--- config.mk ---
export PLATFORM = sky130hd
export DESIGN_NAME = wptr_full_ctrl
export DESIGN_NICKNAME = d
export VERILOG_FILES = /design/src/rtl/fifo_pkg.sv /design/src/rtl/sync_gray.sv /design/src/rtl/wptr_full_ctrl.sv
export SDC_FILE = /design/constraint.sdc
export NUM_CORES = 1
export LEC_CHECK = 0
export ABC_CLOCK_PERIOD_IN_PS = 4650
export CAP_MARGIN = 20
export CORE_ASPECT_RATIO = 1.25
export CORE_MARGIN = 10
export CORE_UTILIZATION = 51
export DETAILED_ROUTE_END_ITERATION = 16
export GPL_TIMING_DRIVEN = 0
export PLACE_DENSITY_LB_ADDON = 0.05
export SYNTH_ARGS = -nofsm -noshare
export SYNTH_HDL_FRONTEND = slang
export SYNTH_SLANG_ARGS = --single-unit
--- constraint.sdc ---
create_clock -name wclk -period 4.65 [get_ports wclk]
set_clock_uncertainty 0.2 [all_clocks]
set_input_delay 0.6975 -clock wclk [delete_from_list [all_inputs] [get_ports wclk]]
set_output_delay 0.6975 -clock wclk [all_outputs]
set_load 0.005 [all_outputs]
--- src/rtl/fifo_pkg.sv ---
// Shared async-FIFO helpers: Gray/binary conversion and depth derivation.
// Used by both the write-side and read-side pointer blocks.
package fifo_pkg;

    function automatic int unsigned depth_of(input int unsigned asize);
        return 32'd1 << asize;
    endfunction

    // Narrower pointers are zero-extended in and truncated out by the caller.
    function automatic logic [31:0] bin2gray(input logic [31:0] b);
        return b ^ (b >> 1);
    endfunction

    function automatic logic [31:0] gray2bin(input logic [31:0] g);
        logic [31:0] b;
        b = '0;
        for (int i = 0; i < 32; i++) begin
            b[i] = ^(g >> i);
        end
        return b;
    endfunction

endpackage

--- src/rtl/sync_gray.sv ---
// Multi-flop synchroniser for a Gray-coded pointer crossing clock domains.
// Synchronous active-high reset clears every stage.
module sync_gray #(
    parameter int WIDTH  = 5,
    parameter int STAGES = 2
) (
    input  logic             clk,
    input  logic             rst,
    input  logic [WIDTH-1:0] d,
    output logic [WIDTH-1:0] q
);

    logic [WIDTH-1:0] stage [STAGES];

    always_ff @(posedge clk) begin
        if (rst) begin
            for (int i = 0; i < STAGES; i++) begin
                stage[i] <= '0;
            end
        end else begin
            stage[0] <= d;
            for (int i = 1; i < STAGES; i++) begin
                stage[i] <= stage[i-1];
            end
        end
    end

    assign q = stage[STAGES-1];

endmodule

--- src/rtl/wptr_full_ctrl.sv ---
// Write-side pointer/flag controller for the async FIFO: Gray write pointer,
// full / almost-full flags, fill count and sticky overflow error.
module wptr_full_ctrl
    import fifo_pkg::*;
#(
    parameter int ADDRSIZE    = 4,
    parameter int SYNC_STAGES = 2
) (
    input  logic                wclk,
    input  logic                wrst,
    input  logic                winc,
    input  logic [ADDRSIZE:0]   rptr,
    input  logic [ADDRSIZE:0]   afull_thresh,
    input  logic                wovf_clr,
    output logic [ADDRSIZE-1:0] waddr,
    output logic [ADDRSIZE:0]   wptr,
    output logic                wfull,
    output logic                walmost_full,
    output logic [ADDRSIZE:0]   wcount,
    output logic                wovf
);

    localparam int PW = ADDRSIZE + 1;

    logic [PW-1:0] wbin;
    logic [PW-1:0] wq_rptr;
    logic [PW-1:0] rbin_s;
    logic [PW-1:0] wbinnext;
    logic [PW-1:0] wgraynext;
    logic [PW-1:0] cnt_next;
    logic          wen;
    logic          full_next;

    sync_gray #(
        .WIDTH (PW),
        .STAGES(SYNC_STAGES)
    ) u_rptr_sync (
        .clk(wclk),
        .rst(wrst),
        .d  (rptr),
        .q  (wq_rptr)
    );

    assign rbin_s    = PW'(gray2bin(32'(wq_rptr)));
    assign wen       = winc & ~wfull;
    assign wbinnext  = wbin + PW'(wen);
    assign wgraynext = PW'(bin2gray(32'(wbinnext)));
    assign cnt_next  = wbinnext - rbin_s;

    // Full when the write pointer is exactly one lap ahead of the read pointer.
    assign full_next = (wgraynext ==
        {~wq_rptr[ADDRSIZE:ADDRSIZE-1], wq_rptr[ADDRSIZE-2:0]});

    assign waddr = wbin[ADDRSIZE-1:0];

    always_ff @(posedge wclk) begin
        if (wrst) begin
            wbin         <= '0;
            wptr         <= '0;
            wfull        <= 1'b0;
            walmost_full <= 1'b0;
            wcount       <= '0;
            wovf         <= 1'b0;
        end else begin
            wbin         <= wbinnext;
            wptr         <= wgraynext;
            wfull        <= full_next;
            walmost_full <= (cnt_next >= afull_thresh);
            wcount       <= cnt_next;
            wovf         <= (wovf & ~wovf_clr) | (winc & wfull);
        end
    end

endmodule

==> results of run 1 <==
layout make-up:
class | instances | area, µm² | area share, %
flip-flops and latches | 27 | 540.5 | 34.73
well taps | 31 | 38.79 | 2.492
plain buffers | 2 | 7.507 | 0.4823
inverters | 11 | 41.29 | 2.653
multi-input cells | 79 | 600.6 | 38.59
clock buffers | 3 | 22.52 | 1.447
clock inverters | 1 | 5.005 | 0.3215
repair buffers | 30 | 300.3 | 19.29
worst max-delay path by stage:
stage	start	end	slack, ps	depth (start not counted)
3_5_place_dp	winc	walmost_full	840	12
4_1_cts	winc	walmost_full	1190	12
5_1_grt	winc	walmost_full	1060	12
6_report	winc	walmost_full	1230	12
3_3_place_gp	winc	walmost_full	930	12
2_1_floorplan	winc	walmost_full	1610	11
placed cells by master, fill, tap and decap left out, types with 2 or more instances in the layout:
cell	n
nand3_1	3
clkbuf_1	2
dfxtp_1	27
xor2_1	6
clkdlybuf4s50_1	30
nand2_1	2
a21oi_1	5
nor2_1	14
inv_1	11
ha_1	11
xnor2_1	11
clkbuf_4	3
nor2b_1	16
a21o_1	2
nand2b_1	2
xor2_2	2
cell families after synthesis:
| logic type | after synthesis | share of synthesized area (%) |
|---|---|---|
| flip-flops | 27 | 45.43 |
| XOR/XNOR | 19 | 15.25 |
| adder cells (fa/ha/maj) | 12 | 13.25 |
| buffers and inverters | 13 | 4.101 |
| AO/OA/AOI/OAI | 10 | 5.677 |
| AND/OR/NAND/NOR | 38 | 16.30 |
through the flow:
step                      hold slack [ps]  worst slack, ps  std cells  util [%]  power (µW)
after floorplan                     213.8             1611        119         -       357.5
after global placement              216.1            929.4        180     69.16       416.6
after detailed placement            225.3            844.0        180     69.16       422.4
after CTS                           256.7             1195        184     70.40       523.7
after global routing                283.4             1060        184     70.40       555.4
final                               254.3             1230        184     70.40       517.9
sequential cells by signal (all words and copies together), names as in the netlist:
signal and flops:
wovf 1, wptr 4, wfull 1, wcount 5, walmost_full 1, u_rptr_sync.stage 10, wbin 5
per-layer routing:
layer	part of all wire [%]	wire [µm]
met1	36	812
met2	54	1215
met3	8.0	179
met4	1.9	42
met5	0	0
power groups by stage:
| stage | Clock (µW) | Combinational (µW) | Sequential [µW] |
|---|---|---|---|
| floorplan | 0 | 91.5 | 266 |
| global placement | 0 | 153 | 263 |
| detailed placement | 0 | 158 | 265 |
| CTS | 104 | 161 | 259 |
| global route | 113 | 181 | 261 |
| finish | 101 | 159 | 259 |
==> impl_metrics.py, run 1 <==
metrics = {
    "synthesis": {
        "synthDominantCellAreaShare_pct": 45.43,
        "syn_avg_cell_area_um2": 9.999,
        "postSynthRegisterBits": 27,
        "synth-warning-count": 0,
        "synth_commonest_cells": "dfxtp_1, nor2b_1, nor2_1",
        "synth_cell_type_count": 19,
        "synth_largest_area_cell": "dfxtp_1",
        "library_cell_with_the_highest_instance_count_after_synthesis": "dfxtp_1",
        "postSynth.asyncResetShare_pct": 0,
        "syn-num-nets": 145,
        "synth_area_leaders": "dfxtp_1, ha_1, nor2b_1",
        "synth_area_um2": 1190,
        "syn_inst": 119,
        "synth_enable_flop_cells": 0,
        "ys_seq_area_share_pct": 45.43,
        "synth_flop_cell": "dfxtp_1",
    },
    "floorplanning": {
        "io-pin-count": 31,
        "fp.dieH_um": 74.01,
        "fp.dieW_um": 63.20,
        "die-area_um2": 4677,
        "effective_utilization_at_floorplan_pct": 53.82,
        "floorplan.core_area_um2": 2211,
        "num_rows": 19,
    },
    "layout": {
        "antenna_cells_inserted": 0,
        "finish.instance_area_um2": 1556,
        "areaGrowthSynthToFinish_pct": 30.81,
        "drive_gt1_share_pct": 4.575,
        "finalNetCount": 180,
        "fill_cells": 192,
    },
    "cts": {
        "cts_hold_repair.buffers": 0,
        "post_cts.repair.setup_buffers": 0,
        "total_number_of_clock_tree_sinks": 27,
        "cts_tree": "yes",
        "cts_buffers": 3,
        "cts.root.buffer_cell": "clkbuf_4",
        "clk_latency_ps": 330,
        "path_clk_slew_ps": 140,
        "htree_levels": 1,
        "clock_tree_buf_depth": 2,
        "cts.repair.resized": 0,
    },
    "placed_design": {
        "detailedPlacementHpwl_mm": 1.840,
        "gp_congestion": 0.7456,
        "numPortBuffers": 30,
        "detailed_place.area_um2": 1529,
    },
    "min_path": {
        "hold_path_depth": 1,
        "min_delay_worst_endpoint": "u_rptr_sync.stage[0][5]",
        "hold_path_startpoint": "u_rptr_sync.stage[0][0]",
        "min-delay-path-class": "reg -> reg",
    },
    "setup_path": {
        "reg2reg_setup_slack_ps": 1540,
        "cp.required_ps": 4700,
        "ff2ff_path_depth": 12,
        "critPathMostFrequentCell": "ha_1",
        "worstPathMaxFanout": 6,
        "cpLargestDelayFamily": "adder cells",
        "crit_chain": "clkdlybuf4s50_1 -> nor2b_1 -> ha_1 -> ha_1 -> xor2_2 -> ha_1 -> a21o_1 -> a21oi_1 -> xnor2_1 -> ha_1 -> nor2_1 -> a211oi_1",
        "endpoint_kind": "register",
        "crit_arrival_ps": 3480,
        "critical_path_class": "in -> reg",
        "worstPathBufferInverterCount": 1,
        "crit-reg2reg-launch": "u_rptr_sync.stage[0][8]",
        "critPathMaxStageDelay_ps": 470,
        "critical_path.startpoint_type": "primary input",
        "timing.rr.end": "walmost_full",
        "critical-path-slowest-cell": "clkdlybuf4s50_1",
    },
    "timing": {
        "setup_violations": 0,
        "final.period_utilization_pct": 73.56,
        "final-max-slew-violation-count": 0,
        "final-hold-violation-count": 0,
        "setup_repair_after_global_routing_missed_its_margin": "false",
        "min_period_ps": 3420,
        "timing.slew.headroom_pct": 66.75,
        "worstMarginPinSlew_ps": 497.1,
        "setup_total_negative_slack_ps": 0,
        "max_freq_mhz": 292.4,
    },
    "detailed_routing": {
        "postRouteWirelength_mm": 2.249,
        "post_detailed_route_count_of_antenna_violating_nets": 0,
        "drc": 0,
        "vias": 867,
        "drtIter0Drc": 8,
        "drt-pass1-iter-count": 4,
        "detail_route.wl_per_cell_um": 12.22,
        "viasPerCell": 4.712,
    },
    "power_and_ir_drop": {
        "swShare_pct": 27.67,
        "power_leakage_uw": 0.0006597,
        "pwr-share-comb_pct": 30.6,
        "max_ir_drop_vdd_mv": 0.2197,
        "p_int_uw": 374.6,
        "power.share.sequential_pct": 49.9,
        "power.density_nw_per_um2": 332.7,
        "power_share_of_the_clock_group_pct": 19.5,
        "power_switching_uw": 143.3,
    },
    "grt": {
        "grt-busiest-layer": "met2",
        "groute.layer.met1.usage_pct": 8.795,
        "antenna_found_initial": 0,
        "globalRouteOverflowTotal": 0,
        "global_route.usage.met2_pct": 19.66,
        "grt_pass1_vias": 932,
        "grt_pass1_wl_mm": 3.815,
        "grt_max_degree": 16,
        "groute.usage.overall_pct": 10.17,
        "groute.layer.met3.usage_pct": 4.204,
    },
    "status": {
        "status": "complete, no violations",
    },
    "run": {
        "cap_viol_max_count": 0,
    },
}
Power figures use the tool's default switching activity.
==> run 2: changes to the inputs <==
--- a/config.mk
+++ b/config.mk
@@ -5,11 +5,11 @@
 export SDC_FILE = /design/constraint.sdc
 export NUM_CORES = 1
 export LEC_CHECK = 0
-export ABC_CLOCK_PERIOD_IN_PS = 4650
+export ABC_CLOCK_PERIOD_IN_PS = 3000
 export CAP_MARGIN = 20
 export CORE_ASPECT_RATIO = 1.25
 export CORE_MARGIN = 10
-export CORE_UTILIZATION = 51
+export CORE_UTILIZATION = 42
 export DETAILED_ROUTE_END_ITERATION = 16
 export GPL_TIMING_DRIVEN = 0
 export PLACE_DENSITY_LB_ADDON = 0.05
==> constraint.sdc (replaced) <==
create_clock -name wclk -period 3 [get_ports wclk]
set_clock_uncertainty 0.2 [all_clocks]
set_input_delay 0.45 -clock wclk [delete_from_list [all_inputs] [get_ports wclk]]
set_output_delay 0.45 -clock wclk [all_outputs]
set_load 0.005 [all_outputs]
==> run 2 against run 1 <==
Via count grew 0.92%. Critical path type unchanged. Power grew 65%. Largest power group unchanged. Setup slack lost 1100 ps.
==> impl_metrics.py, run 2 (synthesis results as in run 1) <==
metrics = {
    "floorplanning": {
        "num_rows": 21,
        "die-area_um2": 5375,
        "fp.dieH_um": 79.51,
        "fp.dieW_um": 67.61,
        "io-pin-count": 31,
        "effective_utilization_at_floorplan_pct": 43.97,
        "floorplan.core_area_um2": 2706,
    },
    "min_path": {
        "min-delay-path-class": "reg -> reg",
        "min_delay_worst_endpoint": "u_rptr_sync.stage[0][9]",
        "hold_path_depth": 1,
        "hold_path_startpoint": "u_rptr_sync.stage[0][4]",
    },
    "layout": {
        "final_common_cell": "clkdlybuf4s50_1",
        "largest_reg_flops": 10,
        "final_cell_count_no_fill": 193,
        "areaGrowthSynthToFinish_pct": 47.42,
        "layout.core_utilization_pct": 64.82,
        "commonest_cells_after_routing_fill_and_taps_aside": "clkdlybuf4s50_1, dfxtp_1, nor2b_1",
        "antenna_cells_inserted": 0,
        "drive_gt1_share_pct": 19.50,
        "max_flop_register": "u_rptr_sync.stage",
        "finish.instance_area_um2": 1754,
        "finalNetCount": 186,
        "layout_top_registers": "u_rptr_sync.stage: 10 flops, wbin: 5 flops, wcount: 5 flops",
    },
    "timing": {
        "setup_repair_after_global_routing_missed_its_margin": "true",
        "hold-worst-slack_ps": 245.5,
        "setup_total_negative_slack_ps": 0,
        "worstMarginPinSlew_ps": 429.4,
        "max_freq_mhz": 348.9,
        "setup_violations": 0,
        "final-hold-violation-count": 0,
        "final-max-slew-violation-count": 0,
        "min_period_ps": 2866,
        "timing.slew.headroom_pct": 71.37,
        "final.period_utilization_pct": 95.53,
    },
    "power_and_ir_drop": {
        "swShare_pct": 28.23,
        "power.density_nw_per_um2": 487.5,
        "power_share_of_the_clock_group_pct": 18.5,
        "power_leakage_uw": 0.0006954,
        "power_switching_uw": 241.4,
        "pwr-share-comb_pct": 34.5,
        "power.share.sequential_pct": 46.9,
        "p_int_uw": 613.8,
        "max_ir_drop_vdd_mv": 0.2824,
    },
    "cts": {
        "cts_buffers": 3,
        "path_clk_slew_ps": 150,
        "cts.root.buffer_cell": "clkbuf_4",
        "clock_tree_buf_depth": 2,
        "cts_tree": "yes",
        "htree_levels": 1,
        "clk_latency_ps": 320,
        "total_number_of_clock_tree_sinks": 27,
    },
    "detailed_routing": {
        "detail_route.wl_per_cell_um": 11.89,
        "postRouteWirelength_mm": 2.294,
        "drtIter0Drc": 3,
        "drc": 0,
        "viasPerCell": 4.534,
        "drt-pass1-iter-count": 2,
        "vias": 875,
        "post_detailed_route_count_of_antenna_violating_nets": 0,
    },
    "setup_path": {
        "crit_arrival_ps": 2920,
        "endpoint_kind": "register",
        "critical_path_class": "in -> reg",
        "timing.rr.end": "walmost_full",
        "reg2reg_setup_slack_ps": 160,
        "crit-reg2reg-launch": "u_rptr_sync.stage[0][8]",
        "critical_path.startpoint_type": "primary input",
        "ff2ff_path_depth": 12,
        "cp.required_ps": 3050,
        "worstPathMaxFanout": 6,
    },
    "placed_design": {
        "detailed_place.area_um2": 1533,
        "numPortBuffers": 30,
        "detailedPlacementHpwl_mm": 1.700,
        "place_inst": 183,
        "gp_congestion": 0.7252,
    },
    "grt": {
        "grt_max_degree": 17,
        "antenna_found_initial": 0,
        "globalRouteOverflowTotal": 0,
        "grt_pass1_vias": 947,
        "grt_pass1_wl_mm": 3.829,
        "groute.usage.overall_pct": 9.055,
    },
    "status": {
        "status": "complete, no violations",
    },
    "run": {
        "cap_viol_max_count": 0,
    },
}
==> run 2: cell types whose count changed in the layout (fill, tap and decap cells not counted), moves of 2 or more <==
cell	previous run	this run
dfxtp_1	27	25
xor2_1	6	3
ha_2	0	2
dfxtp_4	0	2
xor2_4	0	2
buf_4	0	6
ha_1	11	5
a21oi_1	5	3
a21oi_2	0	2
ha_4	0	4
xnor2_1	11	9
==> run 2: layer usage <==
| layer | part of all wire (%) | routed length (µm) | track usage [%] |
|---|---|---|---|
| met1 | 39 | 893 | 8.678 |
| met2 | 53 | 1218 | 16.76 |
| met3 | 7.0 | 160 | 2.247 |
| met4 | 0.92 | 21 | 4.938 |
| met5 | 0 | 0 | 0 |
==> run 2: cell type report <==
class	count	area [µm²]
plain buffers	2	7.507
clock buffers	3	22.52
clock inverters	1	7.507
fillers	224	952.2
inverters	11	41.29
multi-input cells	79	739.5
flip-flops and latches	27	548.0
well taps	34	42.54
repair buffers	36	345.3
==> run 2: what timing repair did <==
item	CTS	global route
resized for setup	14	12
hold buffers	0	0
setup buffers	6	1
endpoints found under the setup margin	1	1
pin swaps	6	10
==> run 2: worst max path at each step <==
stage | startpoint | to | slack (ps) | cells after the start
floorplan | u_rptr_sync.stage[0][8] | walmost_full | 200 | 13
global placement | winc | walmost_full | -490 | 12
detailed placement | winc | walmost_full | -590 | 12
CTS | winc | walmost_full | 0.5 | 14
global route | u_rptr_sync.stage[0][8] | walmost_full | -20 | 12
finish | winc | walmost_full | 130 | 12
==> run 2: critical path, cell delays in order <==
cell	delay, ps
clkdlybuf4s50_1	410
nor2b_2	160
ha_2	190
ha_4	310
inv_1	80
fa_2	590
inv_2	50
ha_4	250
a21oi_2	50
nor2b_1	120
o21ai_1	70
a211oi_1	190
==> run 2: power groups by stage <==
stage	Sequential, µW	Combinational (µW)	Clock [µW]
3_5_place_dp	409	245	0
6_report	401	295	159
4_1_cts	402	274	168
3_3_place_gp	408	240	0
2_1_floorplan	412	142	0
5_1_grt	406	334	182
==> run 2: stage by stage <==
stage               total power (µW)  setup slack (ps)
finish                         855.1             134.0
detailed placement             653.8            -589.8
CTS                            844.2            0.5260
global route                   921.5            -24.06
global placement               648.0            -488.7
floorplan                      554.2             196.3
